`src/rtl/wave_seq_ctrl.sv`:
```
// Sequencer for the waveform generator's 8:1 bit-select mux: steps sel through a pattern in up/down/ping-pong order.
// Optional one-shot mode (stop after one pattern period) is enabled by defining WAVE_SEQ_ONE_SHOT_EN.
module wave_seq_ctrl #(
    parameter int DIV_W = 8
) (
    input  logic             clk,
    input  logic             reset,
    input  logic             load,
    input  logic [7:0]       pattern_in,
    input  logic [DIV_W-1:0] div,
    input  logic [1:0]       mode,
    input  logic             start,
    input  logic             stop,
    output logic [2:0]       sel,
    output logic             wave,
    output logic             busy,
    output logic             wrap,
    output logic             done
);

    typedef enum logic {IDLE, RUN} state_t;

    state_t           state;
    logic [7:0]       pattern_reg;
    logic [DIV_W-1:0] cnt;
    logic [DIV_W-1:0] div_q;
    logic [1:0]       mode_q;
    logic             dir_up;

    logic [2:0]       step_sel;
    logic             step_dir_up;
    logic             period_end;
    logic             tick;

`ifdef WAVE_SEQ_ONE_SHOT_EN
    logic             done_r;
    assign done = done_r;
`else
    assign done = 1'b0;
`endif

    assign tick = (cnt == div_q);
    assign wave = busy & pattern_reg[sel];

    // Next select value for the latched mode; period_end marks the step that closes a period.
    always_comb begin
        step_sel    = sel;
        step_dir_up = dir_up;
        period_end  = 1'b0;
        case (mode_q)
            2'b00: begin
                step_sel   = sel + 3'd1;
                period_end = (sel == 3'd7);
            end
            2'b01: begin
                step_sel   = sel - 3'd1;
                period_end = (sel == 3'd0);
            end
            2'b10: begin
                if (dir_up) begin
                    if (sel == 3'd7) begin
                        step_sel    = 3'd6;
                        step_dir_up = 1'b0;
                    end else begin
                        step_sel = sel + 3'd1;
                    end
                end else begin
                    if (sel == 3'd0) begin
                        step_sel    = 3'd1;
                        step_dir_up = 1'b1;
                    end else begin
                        step_sel = sel - 3'd1;
                    end
                    period_end = (sel == 3'd1);
                end
            end
            default: begin
                step_sel   = sel;
                period_end = 1'b0;
            end
        endcase
    end

    always_ff @(posedge clk) begin
        if (reset) begin
            state       <= IDLE;
            pattern_reg <= 8'd0;
            sel         <= 3'd0;
            dir_up      <= 1'b1;
            cnt         <= '0;
            div_q       <= '0;
            mode_q      <= 2'b00;
            busy        <= 1'b0;
            wrap        <= 1'b0;
`ifdef WAVE_SEQ_ONE_SHOT_EN
            done_r      <= 1'b0;
`endif
        end else begin
            case (state)
                IDLE: begin
                    wrap <= 1'b0;
`ifdef WAVE_SEQ_ONE_SHOT_EN
                    done_r <= 1'b0;
`endif
                    if (load) begin
                        pattern_reg <= pattern_in;
                    end
                    if (start && !stop) begin
                        state  <= RUN;
                        busy   <= 1'b1;
                        div_q  <= div;
                        mode_q <= mode;
                        cnt    <= '0;
                        sel    <= (mode == 2'b01) ? 3'd7 : 3'd0;
                        dir_up <= 1'b1;
                    end
                end
                RUN: begin
                    if (stop) begin
                        // Abort wins over any step landing on the same edge, so no wrap pulse.
                        state <= IDLE;
                        busy  <= 1'b0;
                        sel   <= 3'd0;
                        cnt   <= '0;
                        wrap  <= 1'b0;
`ifdef WAVE_SEQ_ONE_SHOT_EN
                        done_r <= 1'b0;
`endif
                    end else if (tick) begin
                        cnt  <= '0;
                        wrap <= period_end;
`ifdef WAVE_SEQ_ONE_SHOT_EN
                        if (period_end) begin
                            state  <= IDLE;
                            busy   <= 1'b0;
                            sel    <= 3'd0;
                            dir_up <= 1'b1;
                            done_r <= 1'b1;
                        end else begin
                            sel    <= step_sel;
                            dir_up <= step_dir_up;
                            done_r <= 1'b0;
                        end
`else
                        sel    <= step_sel;
                        dir_up <= step_dir_up;
`endif
                    end else begin
                        cnt  <= cnt + DIV_W'(1);
                        wrap <= 1'b0;
`ifdef WAVE_SEQ_ONE_SHOT_EN
                        done_r <= 1'b0;
`endif
                    end
                end
                default: begin
                    state <= IDLE;
                    busy  <= 1'b0;
                end
            endcase
        end
    end

endmodule

```
`config.mk`:
```
export PLATFORM = sky130hd
export DESIGN_NAME = wave_seq_ctrl
export DESIGN_NICKNAME = d
export VERILOG_FILES = /design/src/rtl/wave_seq_ctrl.sv
export SDC_FILE = /design/constraint.sdc
export NUM_CORES = 1
export LEC_CHECK = 0
export CORE_UTILIZATION = 35
export CTS_CLUSTER_DIAMETER = 30
export DETAILED_ROUTE_END_ITERATION = 10
export SETUP_SLACK_MARGIN = 0.2
export SYNTH_ARGS = -nofsm -noshare
export SYNTH_HDL_FRONTEND = slang
export SYNTH_SLANG_ARGS = --single-unit
```
`constraint.sdc`:
```
create_clock -name clk -period 3.5 [get_ports clk]
set_input_delay 1.05 -clock clk [delete_from_list [all_inputs] [get_ports clk]]
set_output_delay 1.05 -clock clk [all_outputs]
set_load 0.1 [all_outputs]
```
Yosys cells after proc, flatten, opt, wreduce, memory -nomap -nowiden
Cells that the tools add are included.

storage, ports and cells
  output and inout bits = 7
  register bits after elaboration = 33
  input port bits = 23

operators by class
  eq/ne operators = 13
  mux-type cells = 33
  bitwise gates (word level) = 2
  magnitude comparators = 1
  reductions and logical operators = 9
  add/subtract/negate cells = 3

operator list
  operator               number
  $mux W8                3
  $mux W3                7
  $pmux W8 S2            1
  $mux W1                14
  $pmux W3 S3            1
  $add A8 B1 Y8 const B  1
  $eq A8 B8 Y1           1
  $pmux W1 S2            4
  $ne A2 B2 Y1 const B   3
  $pmux W3 S2            1
  $reduce_and A2 Y1      3
  $ne A5 B2 Y1 const B   1
  $eq A2 B1 Y1 const B   2
  $lt A3 B4 Y1 const B   1
  $ne A2 B1 Y1 const B   2
  $reduce_and A4 Y1      1
  $add A3 B1 Y3 const B  1
  $bmux W1 S3            1
  $eq A3 B1 Y1 const B   1
  $eq A3 B3 Y1 const B   1
  $logic_not A3 Y1       1
  $ne A3 B2 Y1 const B   1
  $pmux W1 S3            1
  $reduce_and A3 Y1      1
  other kinds (7)        7

Longest topological paths before layout
Gate-level depths: netlist of run 1.

  depth after elaboration = 7
  gate-level depth with buffers = 7

Worst setup path before layout of run 1
Ideal clock, no wire load.

  kind = reg-to-output
  start = register sel[0]
  end = output port wave
  path buffers = 0
  arrival time = 3.674 ns
  data required time = 2.450 ns
  setup slack = -1.224 ns
  stages on the path, launching flop included = 4
  cell sequence = dfxtp_1 -> mux4_2 -> nand2_1 -> a21boi_0

between the ends
  word-level cells in the longest chain between the ends = 3

RTL lines
  element                        line  source
  start, declared                14    output logic [2:0] sel,
  start signal, assigned         114   sel <= (mode == 2'b01) ? 3'd7 : 3'd0;
  start signal, assigned         145   sel <= step_sel;
  $bmux W1 S3                    43    assign wave = busy & pattern_reg[sel];
  $mux W1 (implied by the code)  43
  $and A1 B1 Y1                  43
  end, declared                  15    output logic wave,

No other way between the ends. The select of a mux whose other input is x is not followed.

Worst setup path in the final report of run 1
Same ends and word-level chain as after synthesis.

==> results of run 1 <==
## power groups by stage
stage	registers [mW]	logic, mW	clock network [mW]
4_1_cts	0.408	0.163	0.292
5_1_grt	0.410	0.178	0.305
3_3_place_gp	0.417	0.162	0
6_report	0.408	0.162	0.280
2_1_floorplan	0.432	0.0948	0
3_5_place_dp	0.417	0.163	0
## area by class of cell
class | count | area (µm²) | area share, %
Clock buffer | 5 | 68.8 | 3.11
Clock inverter | 3 | 17.5 | 0.792
Inverter | 8 | 30.0 | 1.36
Multi-Input combinational cell | 147 | 1050 | 47.7
Sequential cell | 33 | 661 | 29.9
Tap cell | 67 | 83.8 | 3.79
Timing Repair Buffer | 32 | 295 | 13.4
## worst paths after layout
check,end,from,cells after the start
min reg2reg,pattern_reg[4]$_SDFFE_PP0P_,pattern_reg[4]$_SDFFE_PP0P_,2
min,pattern_reg[4]$_SDFFE_PP0P_,pattern_reg[4]$_SDFFE_PP0P_,2
max reg2reg,sel[1]$_SDFFE_PP0P_,sel[0]$_SDFFE_PP0P_,7
max,wave,sel[0]$_SDFFE_PP0P_,4
## worst register-to-register path, cell delays in order, from the launching register on
cell	delay [ns]
dfxtp_1	0.49
inv_1	0.16
ha_1	0.26
mux2_2	0.28
o221a_2	0.28
o41ai_1	0.32
or3_1	0.15
a21oi_1	0.05
## stage by stage
stage               instance area [µm²]  setup WS, ns
global route                       2210         0.648
finish                             2210         0.716
detailed placement                 2120         0.576
CTS                                2210         0.688
global placement                   2120         0.640
floorplan                          1780         0.300
## cell families after synthesis
logic type | synth area share [%]
flops | 37.3
fa+ha+maj | 7.77
mux | 13.4
buf+inv | 3.75
simple gates | 20.1
other cells | 0.212
xor+xnor | 6.93
compound gates | 10.6
## routing by layer
metal | global-route usage [%] | up-vias | share of wire, %
met2 | 20.7 | 24 | 40
met5 | 0 | - | 0
met4 | 7.19 | 0 | 1.9
met1 | 21.9 | 648 | 54
met3 | 3.59 | 7 | 3.4
li1 | - | 740 | -
## synth_stat cells, types with 2 or more instances
library cell,instances,area share [%]
nor2_1,33,7.0
a21boi_0,2,0.85
clkbuf_1,5,1.1
buf_2,2,0.57
and3_1,2,0.71
dfxtp_1,33,37
nor4_2,2,1.4
mux4_2,2,2.5
nand4_1,4,1.4
nand2b_1,5,1.8
nor2b_1,4,1.4
nor4_1,2,0.71
o21bai_1,2,0.85
inv_1,8,1.7
a21oi_1,9,2.5
ha_1,11,7.8
o41ai_1,3,1.5
mux2i_1,18,10
nor3b_1,2,0.85
nand2_1,10,2.1
nand3_1,5,1.4
o21ai_0,5,1.4
xor2_1,13,6.4
## cells in the final DEF, fill, tap and decap left out, drive strengths merged, types with 2 or more instances in the layout
cell            n
nor2           33
dfxtp          33
clkdlybuf4s50  22
mux2i          18
xor2           13
ha             11
nand2          10
buf            10
a21oi          10
inv             8
nand2b          5
nand3           5
o21ai           5
clkbuf          5
nor2b           4
nand4           4
nor4            4
o41ai           3
mux4            2
nor3b           2
o21bai          2
and3            2
clkinv          2
a21boi          2
==> metrics.md, run 1 <==
| Metric | Value |
|---|---|
| Hold WC Path Type | flip-flop to flip-flop |
| Total global routing overflow | 0 |
| Die H | 73.1 µm |
| Min Hold Slack | 0.498 ns |
| First-pass GRT wire length | 6.09 mm |
| Initial antenna violation count | 0 |
| Post-route DRC | 0 |
| Crit Path Category | flip-flop to output port |
| CP max-delay cell | mux4_2 |
| Full die area | 5350 µm² |
| Post-cts sizing count | 0 |
| LEAKAGE | ~0.90 nW |
| Routed vias/inst | 4.81 |
| CTS tree | yes |
| Relative slew slack | a little under half |
| Final std cells w/o fill | 295 |
| Hold_buf cts | 0 |
| CP delay by family, top | multiplexers |
| Sequential cell area fraction in the yosys report | 37.3% |
| Layout cells sized above 1 | 11.4% |
| Req. time, crit path | 2.45 ns |
| Final period utilization | 79.5% |
| Via count | 1419 |
| Std cell rows | 25 |
| Worst path arrival time | 1.73 ns |
| CTS clock-pin slew for the worst setup and hold paths | 0.07 ns |
| GRT Total Usage | 15.1% |
| # IOs | 30 |
| Vias in the first global route | 1285 |
| Syn Std Cell Area | ~1800 µm² |
| Placed insts | 287 |
| Post-synth EDFFs | 0 |
| H-tree depth | 2 |
| TritonCTS Sinks | 33 |
| Worst path max stage delay | approximately 0.54 ns |
| Distinct cells, synth | 37 |
| Startpoint types | flip-flop |
| Hold Vio Cnt, Final | 0 |
| Critical path capture point type | output port |
| Sequential share of power | 48.0% |
| RSZ-0062 raised after global routing | no |
| Power Density | 385 nW/µm² |
| Routed WL per cell | 12.2 µm |
| Async SR Flop Fraction | 0% |
| Max-slew violations | 0 |
| PortBufs | 28 |
| Clock buffer depth | 2 |
| PnR Total Power | 850 µW |
| Largest net degree at the start of global routing | 28 |
| RD Place Congestion | 0.804 |
| Pint | 601 µW |
| Initial core utilization | 37.0% |
| Worst Skew | 0.00727 ns |
| Worst Tran Pin Value | between 0.7 and 0.8 ns |
| Critical-path cell list | mux4_2 > nand2_1 > a21boi_4 > buf_4 |
| # setup viols final | 0 |
| DRT Pass-1 Iters | 4 |
| Die width | 73.1 µm |
| Fin util | 46.2% |
| Worst-Skew Late Latency | about 0.29 ns |
| Synth Area per Inst | around 9 µm² |
| Psw | between 200 and 250 µW |
| Fmax | 359 MHz |
| FILL cells | 472 |
| Peak supply drop | around 0.00023 V |
| Max_cap viols | 0 |
| Clock root buffer | clkbuf_8 |
| DR iter-0 viols | 53 |
| Number of antenna diodes | 0 |
| WP buf/inv | 1 |
| Final min period | 2.78 ns |
| Drt total wl | between 3 and 4 mm |
| Core ar. | 4790 µm² |
| Mapped Cells | 196 |
| CTS Buf Count | 5 |
| Setup TNS | 0 ns |
| Primary FF master, synth | dfxtp_1 |
| Setup bufs post-CTS | 0 |
| Comb power frac | 19.1% |
| Crit Path Max Fanout | 6 |
| Final HPWL DP | 2.70 mm |
| Worst reg-to-reg setup slack | roughly 1.4 ns |
| Layout area overhead | 24.9% |
| Post-Syn Nets | 230 |
| Switch share | 29.3% |
| # nets final | 261 |
| YS warnings | 0 |
| Status | finished, final reports clean |
| #FFs+latches synth | 33 |
| Clk pwr share | around a third |
| Routed Antenna Nets | 0 |
Power figures use the tool's default switching activity.
==> run 2, diff against run 1 <==
- clock period: 3.5 -> 2.45 ns (I/O delays scaled with it)
==> run 2 against run 1 <==
Against the previous run: total power grew 40%; sequential cell count is the same; cell area grew 2.7%; non-clock buffer count grew 5; clock skew shrank 0.0032 ns; sequential share of layout area shrank 0.35 points; cell count grew 1.0%; largest cell class unchanged.
==> metrics.md, run 2 (synthesis results as in run 1) <==
| Metric | Value |
|---|---|
| Routed WL per cell | 12.4 µm (+1.3%) |
| Hold Vio Cnt, Final | 0 (unchanged) |
| Worst Skew | 0.00406 ns (-0.00320 ns) |
| Routed Antenna Nets | 0 (unchanged) |
| Clk pwr share | 30.5% (-2.4 points) |
| Final min period | 2.22 ns |
| GRT Total Usage | 15.5% (+0.43 points) |
| # setup viols final | 0 (unchanged) |
| Clock root buffer | clkbuf_8 |
| Initial antenna violation count | 0 (unchanged) |
| CTS clock-pin slew for the worst setup and hold paths | 0.06 ns (about the same) |
| Std cell rows | 25 (unchanged) |
| Sequential share of power | 48.8% (+0.8 points) |
| Power Density | 526 nW/µm² (+37%) |
| Total global routing overflow | 0 (unchanged) |
| Critical-path cell list | mux4_2 > nand2_2 > a21boi_4 > buf_12 |
| Via count | 1462 (+3.0%) |
| Worst reg-to-reg setup slack | 0.35 ns (-1.04 ns) |
| Full die area | 5350 µm² (unchanged) |
| Worst path max stage delay | 0.50 ns (-0.04 ns) |
| Die H | 73.1 µm (unchanged) |
| CTS Buf Count | 5 (unchanged) |
| RD Place Congestion | 0.849 (+5.6%) |
| Hold WC Path Type | flip-flop to flip-flop |
| Crit Path Category | flip-flop to output port |
| First-pass GRT wire length | 6.24 mm (+2.5%) |
| Max-slew violations | 0 (unchanged) |
| DRT Pass-1 Iters | 4 (unchanged) |
| Core ar. | 4790 µm² (unchanged) |
| Initial core utilization | 37.0% (unchanged) |
| Number of antenna diodes | 0 (unchanged) |
| # nets final | 266 (+1.9%) |
| LEAKAGE | 0.933 nW (+3.2%) |
| Commonest non-fill, non-tap cell in the layout | nor2_1 |
| Final std cells w/o fill | 298 (+1.0%) |
| Crit Path Max Fanout | 4 (-2) |
| Max_cap viols | 0 (unchanged) |
| CP max-delay cell | mux4_2 |
| Metal3 WL | 129 µm (+5.7%) |
| Largest net degree at the start of global routing | 16 (-43%) |
| Worst hold start | pattern_reg[3]$_SDFFE_PP0P_ |
| Comb power frac | 20.7% (+1.6 points) |
| Worst path arrival time | 1.48 ns (-0.25 ns) |
| Worst-Skew Late Latency | 0.28 ns (about the same) |
| Req. time, crit path | 1.71 ns (-0.74 ns) |
| Die width | 73.1 µm (unchanged) |
| Setup TNS | 0 ns (unchanged) |
| Pint | 860 µW (+43%) |
| Final period utilization | 90.6% |
| Peak supply drop | 0.000263 V (+16%) |
| Vias in the first global route | 1330 (+3.5%) |
| Switch share | 28.0% (-1.3 points) |
| Routed vias/inst | 4.91 (+2.0%) |
| RSZ-0062 raised after global routing | yes |
| Fmax | roughly 450 MHz |
| Startpoint types | flip-flop |
| # IOs | 30 (unchanged) |
| Placed insts | 291 (+1.4%) |
| Min-Delay Endpoint | pattern_reg[3]$_SDFFE_PP0P_ |
| Most frequent cells in the layout | nor2_1, dfxtp_1, clkdlybuf4s50_1 |
| Min Hold Slack | 0.494 ns (-0.00387 ns) |
| Clock buffer depth | 2 (unchanged) |
| Psw | 334 µW (+34%) |
| DRT met1 WL | 1.88 mm (-3.9%) |
| Critical path capture point type | output port |
| PortBufs | 28 (unchanged) |
| Layout cells sized above 1 | 15.6% (+4.2 points) |
| Min-Delay Path Depth | 2 (unchanged) |
| H-tree depth | 2 (unchanged) |
| Drt total wl | 3.70 mm (+2.4%) |
| Reg2reg end | sel[1]$_SDFFE_PP0P_ |
| Max Used Layer | met4 |
| R2R Path Start | sel[0]$_SDFFE_PP0P_ |
| Post-route DRC | 0 (unchanged) |
| CTS tree | yes |
| Final HPWL DP | 2.83 mm (+4.9%) |
| Routed met2 length | 1.61 mm (+11%) |
| Layout area overhead | 28.3% |
| Status | finished, final reports clean |
| Path depth of the worst reg2reg path | 8 (+1) |
| DR iter-0 viols | 78 (+47%) |
| TritonCTS Sinks | 33 (unchanged) |
## run 2: area by class of cell
| cell class | instances | area, µm² |
|---|---|---|
| Clock buffer | 5 | 68.8 |
| Clock inverter | 1 | 5.00 |
| Fill cell | 447 | 2510 |
| Inverter | 8 | 30.0 |
| Multi-Input combinational cell | 147 | 1070 |
| Sequential cell | 33 | 671 |
| Tap cell | 67 | 83.8 |
| Timing Repair Buffer | 37 | 345 |
## run 2: layer usage
layer | up-vias | GRT usage, %
li1 | 751 | -
met4 | 0 | 6.75
met5 | - | 0
met3 | 7 | 4.01
met1 | 677 | 21.8
met2 | 27 | 22.3
## run 2: critical path, delay by kind of cell (launching register included)
| kind | cells | cell delay (ns) |
|---|---|---|
| mux | 1 | 0.50 |
| compound gates | 1 | 0.06 |
| flops | 1 | 0.38 |
| buf+inv | 1 | 0.16 |
| simple gates | 1 | 0.10 |
## run 2: worst max-delay path by stage
stage                        startpoint                   to  slack (ns)  depth (start not counted)
global route        sel[0]$_SDFFE_PP0P_                 wave        0.20                          4
global placement                   stop  sel[1]$_SDFFE_PP0P_        0.16                          6
CTS                 sel[0]$_SDFFE_PP0P_                 wave        0.21                          4
finish              sel[0]$_SDFFE_PP0P_                 wave        0.23                          4
floorplan           sel[0]$_SDFFE_PP0P_                 wave        0.20                          3
detailed placement                 stop  sel[1]$_SDFFE_PP0P_        0.11                          6
## run 2: power groups by stage
stage	sequential [mW]	clock, mW	combinational, mW
6_report	0.583	0.364	0.247
2_1_floorplan	0.617	0	0.135
4_1_cts	0.583	0.371	0.246
5_1_grt	0.586	0.397	0.269
3_5_place_dp	0.596	0	0.241
3_3_place_gp	0.596	0	0.241
## run 2: stage by stage
step	setup slack, ns	instance area (µm²)	util (%)	total power, mW
after detailed placement	0.109	2180	45.5	0.837
after global routing	0.195	2270	47.5	1.25
final	0.231	2270	47.5	1.19
after CTS	0.208	2260	47.2	1.20
after floorplan	0.201	1790	-	0.752
after global placement	0.156	2180	45.5	0.837
## run 2: timing repair
item,4_1_cts,5_1_grt
hold buffers,0,0
gates resized for setup,0,2
endpoints found under the setup margin,1,2
setup buffers,1,0
